--- src/rtl/cpu_pkg.sv ---
// Shared CPU definitions: bridge FSM states, load/store opcodes and the
// read-data fill pattern returned when a bus transfer is abandoned.
package cpu_pkg;

  typedef enum logic [1:0] {
    IDLE   = 2'd0,
    ACCESS = 2'd1,
    DONE   = 2'd2
  } mem_bridge_state_t;

  localparam logic [5:0]  OP_LW        = 6'b100011;
  localparam logic [5:0]  OP_SW        = 6'b101011;
  localparam logic [31:0] TIMEOUT_FILL = 32'hDEADBEEF;

endpackage

--- src/rtl/data_mem_bridge_if.sv ---
// CPU memory-stage request port plus Avalon-MM-style master bus, bundled for
// the data memory bridge. master = bridge side, slave = CPU/bus environment.
interface data_mem_bridge_if;

  logic        cpu_memread;
  logic        cpu_memwrite;
  logic [31:0] cpu_addr;
  logic [31:0] cpu_wdata;
  logic [31:0] cpu_rdata;
  logic        cpu_stall;

  logic [31:0] bus_address;
  logic        bus_read;
  logic        bus_write;
  logic [31:0] bus_writedata;
  logic [3:0]  bus_byteenable;
  logic        bus_waitrequest;
  logic [31:0] bus_readdata;

  modport master (
    input  cpu_memread, cpu_memwrite, cpu_addr, cpu_wdata,
    output cpu_rdata, cpu_stall,
    output bus_address, bus_read, bus_write, bus_writedata, bus_byteenable,
    input  bus_waitrequest, bus_readdata
  );

  modport slave (
    output cpu_memread, cpu_memwrite, cpu_addr, cpu_wdata,
    input  cpu_rdata, cpu_stall,
    input  bus_address, bus_read, bus_write, bus_writedata, bus_byteenable,
    output bus_waitrequest, bus_readdata
  );

endinterface

--- src/rtl/data_mem_bridge_wait_counter.sv ---
// 8-bit wait-cycle counter with synchronous clear; tc flags the cycle in which
// the TERMINAL-th enabled cycle is being counted.
module wait_counter #(
  parameter logic [7:0] TERMINAL = 8'd255
) (
  input  logic clk,
  input  logic reset,
  input  logic clr,
  input  logic en,
  output logic tc
);

  logic [7:0] count_q;

  always_ff @(posedge clk or posedge reset) begin
    if (reset) begin
      count_q <= '0;
    end else if (clr) begin
      count_q <= '0;
    end else if (en) begin
      count_q <= count_q + 8'd1;
    end
  end

  assign tc = en && (count_q == TERMINAL - 8'd1);

endmodule

--- src/rtl/data_mem_bridge.sv ---
// Bridges CPU lw/sw requests to single-word Avalon-MM transfers, stalling the core.
// Optional waitrequest timeout abort enabled by DATA_MEM_BRIDGE_TIMEOUT_EN.
module data_mem_bridge
  import cpu_pkg::*;
#(
  parameter logic [7:0] TIMEOUT_CYCLES = 8'd255
) (
  input  logic              clk,
  input  logic              reset,
  data_mem_bridge_if.master mif,
  output logic              mem_error
);

  mem_bridge_state_t state_q, state_d;
  logic req;
  logic misaligned;
  logic abort;

  assign req           = mif.cpu_memread | mif.cpu_memwrite;
  assign misaligned    = (mif.cpu_addr[1:0] != 2'b00);
  assign mif.cpu_stall = req && (state_q != DONE);

`ifdef DATA_MEM_BRIDGE_TIMEOUT_EN
  logic wait_tc;

  wait_counter #(
    .TERMINAL (TIMEOUT_CYCLES)
  ) u_wait_counter (
    .clk   (clk),
    .reset (reset),
    .clr   (state_q != ACCESS),
    .en    ((state_q == ACCESS) && mif.bus_waitrequest),
    .tc    (wait_tc)
  );

  assign abort = wait_tc;
`else
  logic [7:0] timeout_unused;
  assign timeout_unused = TIMEOUT_CYCLES;
  assign abort          = 1'b0;
`endif

  always_comb begin
    state_d = state_q;
    unique case (state_q)
      IDLE:    if (req) state_d = misaligned ? DONE : ACCESS;
      ACCESS:  if (!mif.bus_waitrequest || abort) state_d = DONE;
      DONE:    state_d = IDLE;
      default: state_d = IDLE;
    endcase
  end

  // Bus outputs are only loaded on entry to ACCESS and cleared on leaving it,
  // so they stay stable for the whole waited transfer.
  always_ff @(posedge clk or posedge reset) begin
    if (reset) begin
      state_q            <= IDLE;
      mif.bus_address    <= '0;
      mif.bus_read       <= 1'b0;
      mif.bus_write      <= 1'b0;
      mif.bus_writedata  <= '0;
      mif.bus_byteenable <= '0;
      mif.cpu_rdata      <= '0;
      mem_error          <= 1'b0;
    end else begin
      state_q <= state_d;
      unique case (state_q)
        IDLE: begin
          if (req) begin
            if (misaligned) begin
              mem_error <= 1'b1;
              if (!mif.cpu_memwrite) mif.cpu_rdata <= '0;
            end else begin
              mif.bus_address    <= {mif.cpu_addr[31:2], 2'b00};
              mif.bus_writedata  <= mif.cpu_wdata;
              mif.bus_write      <= mif.cpu_memwrite;
              mif.bus_read       <= !mif.cpu_memwrite;
              mif.bus_byteenable <= 4'hF;
            end
          end
        end
        ACCESS: begin
          if (!mif.bus_waitrequest) begin
            if (mif.bus_read) mif.cpu_rdata <= mif.bus_readdata;
            mif.bus_read       <= 1'b0;
            mif.bus_write      <= 1'b0;
            mif.bus_byteenable <= '0;
          end else if (abort) begin
            if (mif.bus_read) mif.cpu_rdata <= TIMEOUT_FILL;
            mem_error          <= 1'b1;
            mif.bus_read       <= 1'b0;
            mif.bus_write      <= 1'b0;
            mif.bus_byteenable <= '0;
          end
        end
        default: ;
      endcase
    end
  end

endmodule

--- src/flat_wrapper.sv ---
// flat-port wrapper written by rule: the top's interface ports become plain ports
module data_mem_bridge_flat import cpu_pkg::*;
#(
  parameter logic [7:0] TIMEOUT_CYCLES = 8'd255
)
  (clk, reset, mem_error, mif_cpu_memread, mif_cpu_memwrite, mif_cpu_addr, mif_cpu_wdata, mif_cpu_rdata, mif_cpu_stall, mif_bus_address, mif_bus_read, mif_bus_write, mif_bus_writedata, mif_bus_byteenable, mif_bus_waitrequest, mif_bus_readdata);
  data_mem_bridge_if mif_i ();
  input  logic clk;
  input  logic reset;
  output logic mem_error;
  input wire logic [$bits(mif_i.cpu_memread)-1:0] mif_cpu_memread;
  input wire logic [$bits(mif_i.cpu_memwrite)-1:0] mif_cpu_memwrite;
  input wire logic [$bits(mif_i.cpu_addr)-1:0] mif_cpu_addr;
  input wire logic [$bits(mif_i.cpu_wdata)-1:0] mif_cpu_wdata;
  output wire logic [$bits(mif_i.cpu_rdata)-1:0] mif_cpu_rdata;
  output wire logic [$bits(mif_i.cpu_stall)-1:0] mif_cpu_stall;
  output wire logic [$bits(mif_i.bus_address)-1:0] mif_bus_address;
  output wire logic [$bits(mif_i.bus_read)-1:0] mif_bus_read;
  output wire logic [$bits(mif_i.bus_write)-1:0] mif_bus_write;
  output wire logic [$bits(mif_i.bus_writedata)-1:0] mif_bus_writedata;
  output wire logic [$bits(mif_i.bus_byteenable)-1:0] mif_bus_byteenable;
  input wire logic [$bits(mif_i.bus_waitrequest)-1:0] mif_bus_waitrequest;
  input wire logic [$bits(mif_i.bus_readdata)-1:0] mif_bus_readdata;
  assign mif_i.cpu_memread = mif_cpu_memread;
  assign mif_i.cpu_memwrite = mif_cpu_memwrite;
  assign mif_i.cpu_addr = mif_cpu_addr;
  assign mif_i.cpu_wdata = mif_cpu_wdata;
  assign mif_cpu_rdata = mif_i.cpu_rdata;
  assign mif_cpu_stall = mif_i.cpu_stall;
  assign mif_bus_address = mif_i.bus_address;
  assign mif_bus_read = mif_i.bus_read;
  assign mif_bus_write = mif_i.bus_write;
  assign mif_bus_writedata = mif_i.bus_writedata;
  assign mif_bus_byteenable = mif_i.bus_byteenable;
  assign mif_i.bus_waitrequest = mif_bus_waitrequest;
  assign mif_i.bus_readdata = mif_bus_readdata;
  data_mem_bridge #(.TIMEOUT_CYCLES(TIMEOUT_CYCLES)) u_core (.clk(clk), .reset(reset), .mif(mif_i), .mem_error(mem_error));
endmodule
--- config.mk ---
export PLATFORM = sky130hd
export DESIGN_NAME = data_mem_bridge_flat
export DESIGN_NICKNAME = d
export VERILOG_FILES = /design/src/rtl/cpu_pkg.sv /design/src/rtl/data_mem_bridge_if.sv /design/src/rtl/data_mem_bridge_wait_counter.sv /design/src/rtl/data_mem_bridge.sv /design/src/flat_wrapper.sv
export SDC_FILE = /design/constraint.sdc
export NUM_CORES = 1
export LEC_CHECK = 0
export ABC_AREA = 1
export BUFFER_PORTS_ARGS = -buffer_cell sky130_fd_sc_hd__buf_2
export CORE_AREA = 2 2 107 109
export CTS_BUF_LIST = sky130_fd_sc_hd__clkbuf_8
export CTS_CLUSTER_SIZE = 25
export DETAILED_ROUTE_END_ITERATION = 8
export DIE_AREA = 0 0 109 111
export PLACE_DENSITY = 0.71
export SLEW_MARGIN = 20
export SYNTH_ARGS = -nofsm -noshare
export SYNTH_HDL_FRONTEND = slang
export SYNTH_SLANG_ARGS = --single-unit
export TNS_END_PERCENT = 10
--- constraint.sdc ---
create_clock -name clk -period 5.5 [get_ports clk]
set_clock_uncertainty 0.2 [all_clocks]
set_input_delay 0.275 -clock clk [delete_from_list [all_inputs] [get_ports clk]]
set_output_delay 0.275 -clock clk [all_outputs]
set_load 0.05 [all_outputs]
==> flow_metrics.py <==
metrics = {
    "critical_path": {
        "cp.required_ns": 5.52,
        "setup.reg_to_reg.worst_slack_ns": 3.46,
        "critPathSlowestCell": "sky130_fd_sc_hd__or2_4",
        "worst_setup_path_start_kind": "input pin",
        "critical_path_class": "in -> reg",
        "slowest_delay_ns": 0.58,
        "worstPathMaxFanout": 72,
        "rr_worst_depth": 5,
        "worstPathArrival_ns": 2.27,
        "endpoint_kind": "flip-flop",
        "cp_cell_sequence": "dlygate4sd3_1, buf_2, nor2_1, or2_4, buf_12, o21ai_0",
    },
    "sta": {
        "rsz0062_at_grt": "no",
        "clock.fmax_mhz": 443.6,
        "period_share_pct": 40.99,
        "timing.final.hold_violations": 0,
        "timing.setup.tns_ns": 0,
        "finalMaxSlewViolations": 0,
        "setup_viol": 0,
        "worstMarginPinSlew_ns": 0.7272,
        "max_slew_margin_pct": 51.52,
        "finalWorstPathRequiredPeriod_ns": 2.254,
    },
    "logic_synthesis": {
        "yosysSeqAreaShare_pct": 58.69,
        "synth_top_area_share_pct": 58.69,
        "synth.ff_latch_count": 100,
        "cell_type_with_the_largest_total_area_after_synthesis": "sky130_fd_sc_hd__dfrtp_1",
        "yosysUniqueCellTypes": 18,
        "postSynthAreaPerCell_um2": 8.328,
        "netlist_area_before_placement_mm2": 0.004264,
        "synth.yosys.warnings": 0,
        "post_synth_inst_count": 512,
        "synth_area_leaders": "sky130_fd_sc_hd__dfrtp_1 (59%), sky130_fd_sc_hd__nand2_1 (12%), sky130_fd_sc_hd__inv_1 (8.9%), sky130_fd_sc_hd__nand3_1 (4.0%), sky130_fd_sc_hd__o21ai_0 (4.0%)",
    },
    "finish": {
        "fillerInstances": 965,
        "finish.utilization_pct": 55.92,
        "multiInputGateArea_mm2": 0.001235,
        "final_nets": 864,
        "area_growth_syn_to_layout_pct": 45.28,
        "share_of_final_layout_standard_cells_stronger_than_drive_strength_1_pct": 30.34,
        "post_layout_nonfiller_instances": 911,
        "seqCellArea_mm2": 0.002502,
        "antennaDiodeCount": 0,
    },
    "die": {
        "pin_count": 205,
        "core.rowCount": 39,
        "die_y_um": 111,
        "fp.dieArea_mm2": 0.01210,
        "dieWidth_um": 109,
        "core_mm2": 0.01108,
        "start_util_pct": 38.50,
    },
    "grt": {
        "global_route_usage_sum_pct": 18.39,
        "initial_antenna_violation_count": 0,
        "largest_net_degree_at_the_start_of_global_routing": 73,
        "global_route_congestion_overflow_total": 0,
        "wire_length_of_the_first_global_routing_pass_um": 17800,
        "grt_pass1_vias": 3908,
    },
    "routing": {
        "drt-total-wl_um": 11200,
        "post-route-drc-count": 0,
        "drt.antenna.violating_nets": 0,
        "drt-vias-per-instance": 4.476,
        "avgRoutedWirePerCell_um": 12.30,
        "num_vias": 4078,
        "first_pass_iters": 4,
        "starting_drc_count_in_detailed_routing": 243,
    },
    "clocking": {
        "cts_sink_cnt": 100,
        "clock_tree.htree_level_count": 3,
        "clock_tree_from_tritoncts": "yes",
        "register_clock_pin_slew_on_the_reported_worst_setup_and_hold_paths_ns": 0.10,
        "max-clock-path-buffers": 2,
        "number_of_setup_buffers_added_after_cts": 0,
        "cts_root_buf": "sky130_fd_sc_hd__clkbuf_8",
        "clk-insertion-delay-late_ns": 0.34,
        "cts-buffers-inserted": 9,
    },
    "job": {
        "count_of_maximum_capacitance_violations": 0,
    },
    "min_path": {
        "hold_path.class": "in -> reg",
        "worstHoldPathCells": 3,
    },
    "place": {
        "placement.io_buffers": 202,
        "placedCellCount": 831,
        "dp_hpwl_um": 7267,
        "gp_congestion": 0.7612,
    },
    "pwr": {
        "power_leakage_uw": 0.003758,
        "fin_total_pwr_uw": 3720,
        "pwr_density_cell_mw_per_mm2": 600.6,
        "vdd.ir_drop.worst_v": 0.0003499,
    },
    "status": {
        "run_status": "finished clean",
    },
}
==> routing by layer <==
layer / part of all wire, % / vias up / GRT usage (%)
li1: - / 2026 / -
met1: 43 / 1878 / 22.14
met2: 48 / 154 / 31.35
met3: 7.2 / 20 / 4.350
met4: 1.8 / 0 / 7.179
met5: 0 / - / 0
==> state kept, by name, indices dropped and copies added (netlist names) <==
| name | flops |
|---|---|
| u_core.mem_error | 1 |
| u_core.mif.bus_address | 30 |
| u_core.mif.bus_byteenable | 1 |
| u_core.mif.bus_read | 1 |
| u_core.mif.bus_write | 1 |
| u_core.mif.bus_writedata | 32 |
| u_core.mif.cpu_rdata | 32 |
| u_core.state_q | 2 |
==> synthesized netlist by cell type, drive strengths merged <==
library cell  number
buf               16
nor2              38
nand4              1
clkbuf            15
dfrtp            100
or2                1
nand3             34
inv              101
o21bai             1
conb               1
nand2            134
o21ai             68
a21oi              2
==> through the flow <==
stage	setup WS [ns]	area, um^2	hold slack (ns)
after global routing	3.116	6195	0.006804
final	3.246	6195	0.02005
after global placement	3.274	5324	0.1681
after floorplan	2.406	4268	0.1867
after detailed placement	3.439	5349	0.1726
after CTS	3.270	6192	0.007358
==> where the power goes <==
part	internal (uW)	total [uW]	switching [uW]
Clock	223	471	248
Combinational	439	2050	1610
Sequential	1030	1200	169
==> cell type report <==
cell class / instances / share of cell area [%]
tap: 143 / 2.888
clock inverter: 6 / 1.050
sequential: 100 / 40.40
clock buffer: 10 / 2.222
multi-input combinational: 281 / 19.94
inverter: 101 / 6.160
timing repair buffer: 270 / 27.35
==> cells by family after synthesis <==
family | Yosys count | share of synthesized area (%)
AO/OA/AOI/OAI | 71 | 8.920
buffers and inverters | 132 | 12.82
flip-flops | 100 | 58.69
other | 1 | 0.08794
AND/OR/NAND/NOR | 208 | 19.48
==> worst paths after layout <==
| path | from | to |
|---|---|---|
| worst max-delay path | mif_cpu_memwrite | u_core.mif.bus_writedata[20] |
| worst max register to register | u_core.state_q[0] | u_core.mif.bus_writedata[20] |
| worst min-delay path | mif_cpu_addr[10] | u_core.mif.bus_address[10] |
| min in group asynchronous | reset | u_core.mif.bus_writedata[11] |
| max in group asynchronous | reset | u_core.mif.bus_writedata[10] |
| worst min register to register | u_core.mif.cpu_rdata[22] | u_core.mif.cpu_rdata[22] |
==> placed cells by master (no fill, tap or decap) <==
| master | netlist | final |
|---|---|---|
| sky130_fd_sc_hd__clkinv_4 | 0 | 3 |
| sky130_fd_sc_hd__buf_4 | 5 | 3 |
| sky130_fd_sc_hd__nand4_1 | 1 | 1 |
| sky130_fd_sc_hd__dfrtp_1 | 100 | 100 |
| sky130_fd_sc_hd__a21oi_1 | 2 | 2 |
| sky130_fd_sc_hd__dlygate4sd3_1 | 0 | 64 |
| sky130_fd_sc_hd__nand2_2 | 0 | 1 |
| sky130_fd_sc_hd__o21ai_0 | 34 | 34 |
| sky130_fd_sc_hd__clkbuf_8 | 0 | 10 |
| sky130_fd_sc_hd__or2_4 | 0 | 1 |
| sky130_fd_sc_hd__conb_1 | 1 | 2 |
| sky130_fd_sc_hd__nand2_1 | 134 | 133 |
| sky130_fd_sc_hd__buf_2 | 8 | 202 |
| sky130_fd_sc_hd__nor2_1 | 37 | 36 |
| sky130_fd_sc_hd__bufinv_16 | 0 | 1 |
| sky130_fd_sc_hd__o21ai_2 | 6 | 7 |
| sky130_fd_sc_hd__inv_4 | 0 | 1 |
| sky130_fd_sc_hd__nand3_1 | 34 | 34 |
| sky130_fd_sc_hd__buf_12 | 0 | 1 |
| sky130_fd_sc_hd__o21bai_1 | 1 | 1 |
| sky130_fd_sc_hd__nor2_2 | 1 | 1 |
| sky130_fd_sc_hd__inv_1 | 101 | 101 |
| sky130_fd_sc_hd__nor2_4 | 0 | 1 |
| sky130_fd_sc_hd__clkinv_2 | 0 | 1 |
| sky130_fd_sc_hd__o21ai_1 | 28 | 27 |
==> worst max-delay path, delay by kind of cell <==
family	cells	cell delay, ns
buffers and inverters	3	1.02
and+or+nand+nor	2	0.80
AOI/OAI and AO/OA	1	0.15
==> timing repair <==
item,4_1_cts,5_1_grt
hold buffers,64,0
endpoints found under the hold margin,107,0
gates resized for setup,0,0
(Power assumes the default switching activity.)
